$ cat src/rtl/fifo_pkg.sv
// Shared constants and helpers for the register-file backed FIFO.
package fifo_pkg;

  localparam int DEF_WIDTH = 8;
  localparam int DEF_DEPTH = 32;

  function automatic int clog2(input int n);
    int r;
    r = 0;
    while ((1 << r) < n) r++;
    return r;
  endfunction

  // Explicit wrap so non power-of-two depths work
  function automatic int unsigned ptr_inc(
    input int unsigned ptr,
    input int unsigned depth
  );
    return (ptr == depth - 1) ? 0 : ptr + 1;
  endfunction

endpackage

$ cat src/rtl/ram_dp_sync.sv
// Dual-port register-file RAM, registered read, read-before-write.
module ram_dp_sync
  import fifo_pkg::*;
#(
  parameter int WIDTH = DEF_WIDTH,
  parameter int DEPTH = DEF_DEPTH,
  localparam int AW   = clog2(DEPTH)
) (
  input  logic             clk,
  input  logic             we,
  input  logic [AW-1:0]    waddr,
  input  logic [WIDTH-1:0] wdata,
  input  logic             re,
  input  logic [AW-1:0]    raddr,
  output logic [WIDTH-1:0] rdata
);

  logic [WIDTH-1:0] r_mem [DEPTH];
  logic [WIDTH-1:0] r_rdata;

  always_ff @(posedge clk) begin
    if (we) r_mem[waddr] <= wdata;
    if (re) r_rdata <= r_mem[raddr];
  end

  assign rdata = r_rdata;

endmodule

$ cat src/rtl/sync_fifo_ram.sv
// Single-clock FIFO: pointers, occupancy, flags and error pulses
// around a dual-port register-file RAM.
module sync_fifo_ram
  import fifo_pkg::*;
#(
  parameter int WIDTH    = DEF_WIDTH,
  parameter int DEPTH    = DEF_DEPTH,
  parameter int AF_LEVEL = 28,
  parameter int AE_LEVEL = 4,
  localparam int AW      = clog2(DEPTH),
  localparam int CW      = clog2(DEPTH + 1)
) (
  input  logic             clk,
  input  logic             rst,
  input  logic             wr_en,
  input  logic [WIDTH-1:0] wr_data,
  input  logic             rd_en,
  output logic [WIDTH-1:0] rd_data,
  output logic             rd_valid,
  output logic             full,
  output logic             empty,
  output logic             almost_full,
  output logic             almost_empty,
  output logic [CW-1:0]    count,
  output logic             overflow,
  output logic             underflow
);

  logic [AW-1:0]    r_wr_ptr;
  logic [AW-1:0]    r_rd_ptr;
  logic [CW-1:0]    r_count;
  logic             r_rd_valid;
  logic             r_rd_seen;
  logic             r_ovf;
  logic             r_unf;
  logic             w_full;
  logic             w_empty;
  logic             w_rd_acc;
  logic             w_wr_acc;
  logic [WIDTH-1:0] w_ram_rdata;

  assign w_full   = (r_count == CW'(DEPTH));
  assign w_empty  = (r_count == '0);
  assign w_rd_acc = rd_en & ~w_empty;
  assign w_wr_acc = wr_en & (~w_full | w_rd_acc);

  ram_dp_sync #(
    .WIDTH(WIDTH),
    .DEPTH(DEPTH)
  ) u_ram (
    .clk  (clk),
    .we   (w_wr_acc),
    .waddr(r_wr_ptr),
    .wdata(wr_data),
    .re   (w_rd_acc),
    .raddr(r_rd_ptr),
    .rdata(w_ram_rdata)
  );

  always_ff @(posedge clk or posedge rst) begin
    if (rst) begin
      r_wr_ptr   <= '0;
      r_rd_ptr   <= '0;
      r_count    <= '0;
      r_rd_valid <= 1'b0;
      r_rd_seen  <= 1'b0;
      r_ovf      <= 1'b0;
      r_unf      <= 1'b0;
    end else begin
      if (w_wr_acc)
        r_wr_ptr <= AW'(ptr_inc(int'(r_wr_ptr), DEPTH));
      if (w_rd_acc) begin
        r_rd_ptr  <= AW'(ptr_inc(int'(r_rd_ptr), DEPTH));
        r_rd_seen <= 1'b1;
      end
      case ({w_wr_acc, w_rd_acc})
        2'b10:   r_count <= r_count + CW'(1);
        2'b01:   r_count <= r_count - CW'(1);
        default: r_count <= r_count;
      endcase
      r_rd_valid <= w_rd_acc;
      r_ovf      <= wr_en & ~w_wr_acc;
      r_unf      <= rd_en & ~w_rd_acc;
    end
  end

  // RAM read register has no reset; mask it until the first pop
  assign rd_data      = r_rd_seen ? w_ram_rdata : '0;
  assign rd_valid     = r_rd_valid;
  assign full         = w_full;
  assign empty        = w_empty;
  assign almost_full  = (r_count >= CW'(AF_LEVEL));
  assign almost_empty = (r_count <= CW'(AE_LEVEL));
  assign count        = r_count;
  assign overflow     = r_ovf;
  assign underflow    = r_unf;

endmodule

$ cat config.mk
export PLATFORM = sky130hd
export DESIGN_NAME = sync_fifo_ram
export DESIGN_NICKNAME = d
export VERILOG_FILES = /design/src/rtl/fifo_pkg.sv /design/src/rtl/ram_dp_sync.sv /design/src/rtl/sync_fifo_ram.sv
export SDC_FILE = /design/constraint.sdc
export NUM_CORES = 1
export LEC_CHECK = 0
export BUFFER_PORTS_ARGS = -buffer_cell sky130_fd_sc_hd__clkbuf_2
export CAP_MARGIN = 20
export CORE_MARGIN = 10
export CORE_UTILIZATION = 50
export DETAILED_ROUTE_END_ITERATION = 12
export GPL_ROUTABILITY_DRIVEN = 0
export MAX_ROUTING_LAYER = met4
export PLACE_DENSITY_LB_ADDON = 0.12
export SLEW_MARGIN = 10
export SYNTH_ARGS = -nofsm -noshare
export SYNTH_HDL_FRONTEND = slang
export SYNTH_HIERARCHICAL = 1
export SYNTH_SLANG_ARGS = --single-unit
$ cat constraint.sdc
create_clock -name clk -period 2.6 [get_ports clk]
set_clock_uncertainty 0.05 [all_clocks]
set_input_delay 0.26 -clock clk [delete_from_list [all_inputs] [get_ports clk]]
set_output_delay 0.26 -clock clk [all_outputs]
set_load 0.005 [all_outputs]
==> metrics.yaml <==
firstDrtPassIters: 5
final_common_cell: "edfxtp_1"
final_cells: 932
io_pins: 33
first_global_vias: 5602
dp_hpwl_um: 15000
max_freq_ghz: 0.401
clock_sinks: 284
finalCritPeriodShare_pct: 96.0
drc: 0
antenna_found_initial: 0
wl_um: 23300
synth_xor_area_share_pct: 0.308
criticalPathCategory: "reg2reg"
required_ns: 2.71
nets: 645
synth_area_per_cell_sq_um: 21.0
port_buffers: 32
numCtsBuffers: 30
relSlewSlack_pct: 38.7
clk_path_buf_depth: 3
routed_via_density: 5.96
status: "complete, no violations"
cts_tree: "yes"
grtUsageTotal_pct: 16.8
die_h_um: 171
synth.ff_latch_count: 284
yosys.area_share.simple_pct: 4.32
htree_levels: 1
synth_top_area_cell: "edfxtp_1"
grt_first_pass_wirelength_um: 35800
drtIter0Drc: 604
ys_warn_count: 6
synth_top_cell_area_share_pct: 69.6
synth_compound_area_share_pct: 1.83
postCtsSetupBuffers: 0
worstMarginPinSlew_ns: 0.920
cts-root-buf: "clkbuf_16"
synth_area_sq_mm: 0.0114
final-setup-viol-count: 0
p_per_area_mw_per_mm2: 1020
core_sq_mm: 0.0225
overflow: 0
rsz0062_at_grt: "yes"
ir_drop_mv: 0.506
hold_viol_final: 0
ys_types: 45
post_drt_wl_per_cell_um: 25.0
ant_nets: 0
start_util_pct: 50.6
finalCriticalPeriod_ns: 2.50
synthAdderAreaFrac_pct: 1.05
ys_seq_area_share_pct: 74.0
p_leak_nw: 4.39
arrival_ns: 2.60
synth_top_family_by_area: "multiplexers"
cp_max_fo: 8
slew_violations: 0
clock_latency_ns: 0.54
ys_top_cells_by_area: "edfxtp_1 (70%), mux4_2 (16%), dfrtp_1 (4.4%), nor2_1 (1.2%), ha_1 (0.88%)"
synthMuxAreaShare_pct: 17.1
fillers: 1624
area_growth_pct: 15.4
synthCells: 543
drv_cap: 0
grt_max_degree: 42
hold_path_class: "in2reg"
drive_above_1_share_pct: 35.1
placed_cells: 875
via_count: 5557
power_mw: 13.5
clk_pin_slew_ns: 0.06
diodes: 0
fp.dieW_um: 171
die-area_sq_mm: 0.0292
final_cell_mix: "edfxtp_1 (264), mux4_2 (80), clkbuf_2 (32)"
worst_setup_path_start_kind: "flop"
cp-end-kind: "flop"
syn-num-nets: 564
row_count: 55
==> routing by layer <==
metal | wire length, um | part of all wire, % | vias to the layer above | GRT usage [%]
met3 | 1440 | 6.2 | 26 | 2.72
met4 | 329 | 1.4 | 0 | 3.71
met5 | 0 | 0 | - | -
met2 | 10800 | 46 | 188 | 24.2
li1 | - | - | 2393 | -
met1 | 10700 | 46 | 2950 | 24.9
==> timing repair <==
item                                    4_1_cts  5_1_grt
endpoints found under the setup margin        0      100
hold buffers                                  2        0
resized for setup                             0       11
hold endpoints to repair                     21        0
==> final timing paths <==
kind	slack [ns]	startpoint	endpoint	depth (start not counted)
min reg2reg	0.53	r_rd_seen	r_rd_seen	1
min	0.05	wr_en	overflow	2
max in group asynchronous	2.01	rst	r_rd_ptr[0]	4
max reg2reg	0.10	count[3]	u_ram/r_mem[25][4]	6
max	0.10	count[3]	u_ram/r_mem[25][4]	6
min in group asynchronous	0.24	rst	r_wr_ptr[2]	4
==> power by group <==
part,switching (mW),internal [mW]
Clock,1.63,2.45
Combinational,1.72,1.89
Sequential,0.339,5.42
==> synth_stat cells, drive strengths merged <==
cell,instances
edfxtp,264
mux4,80
nor2,40
dfrtp,20
nand2,17
buf,16
mux2,11
o21ai,10
and2,9
inv,9
ha,8
clkbuf,6
nand3,6
nand3b,5
a21o,4
a21oi,4
nand2b,4
xnor2,4
nor3,3
or3,3
or3b,3
and3,2
o211ai,2
o21a,2
or2,2
a211oi,1
fa,1
mux2i,1
nor3b,1
o221ai,1
o22ai,1
o32a,1
o41ai,1
or4b,1
==> area by class of cell <==
type | instances | area (sq um) | share of cell area (%)
repair buffers | 71 | 524 | 3.99
clock buffers | 41 | 843 | 6.42
multi-input cells | 228 | 2830 | 21.5
well taps | 285 | 357 | 2.71
clock inverters | 14 | 116 | 0.886
flip-flops and latches | 284 | 8430 | 64.2
inverters | 9 | 33.8 | 0.257
==> worst max-delay path, cell delays in order (launching register included) <==
cell	delay [ns]
dfrtp_1	0.41
or2_2	0.18
o41ai_4	0.09
inv_1	0.09
buf_4	0.12
nand3b_1	0.34
nor2_1	0.83
==> state kept, by name, summed over array words and instances (netlist names) <==
name and flops:
u_ram/r_mem 256, u_ram/rdata 8, count 6, r_rd_ptr 5
r_wr_ptr 5, overflow 1, r_rd_seen 1, rd_valid 1
underflow 1
==> cells by family (layout without fill, tap and decap cells) <==
| family | after synthesis | count (layout) |
|---|---|---|
| DFF | 284 | 284 |
| and+or+nand+nor | 96 | 96 |
| muxes | 92 | 92 |
| buffers and inverters | 31 | 135 |
| AOI/OAI and AO/OA | 27 | 27 |
| adders and majority gates | 9 | 9 |
| xor gates and xnor gates | 4 | 4 |
==> per-stage QoR <==
step | setup TNS [ns] | worst slack, ns | hold WS [ns] | area [sq um] | util (%)
after floorplan | 0 | 0.143 | 0.174 | 11400 | -
after global placement | 0 | 0.0262 | 0.232 | 12100 | 53.9
after detailed placement | 0 | 0.00567 | 0.247 | 12100 | 53.9
after CTS | 0 | 0.00716 | 0.0213 | 13100 | 58.2
after global routing | -0.462 | -0.0388 | 0.0387 | 13100 | 58.4
final | 0 | 0.105 | 0.0461 | 13100 | 58.4
No activity file was read; power rests on OpenSTA's default activity.
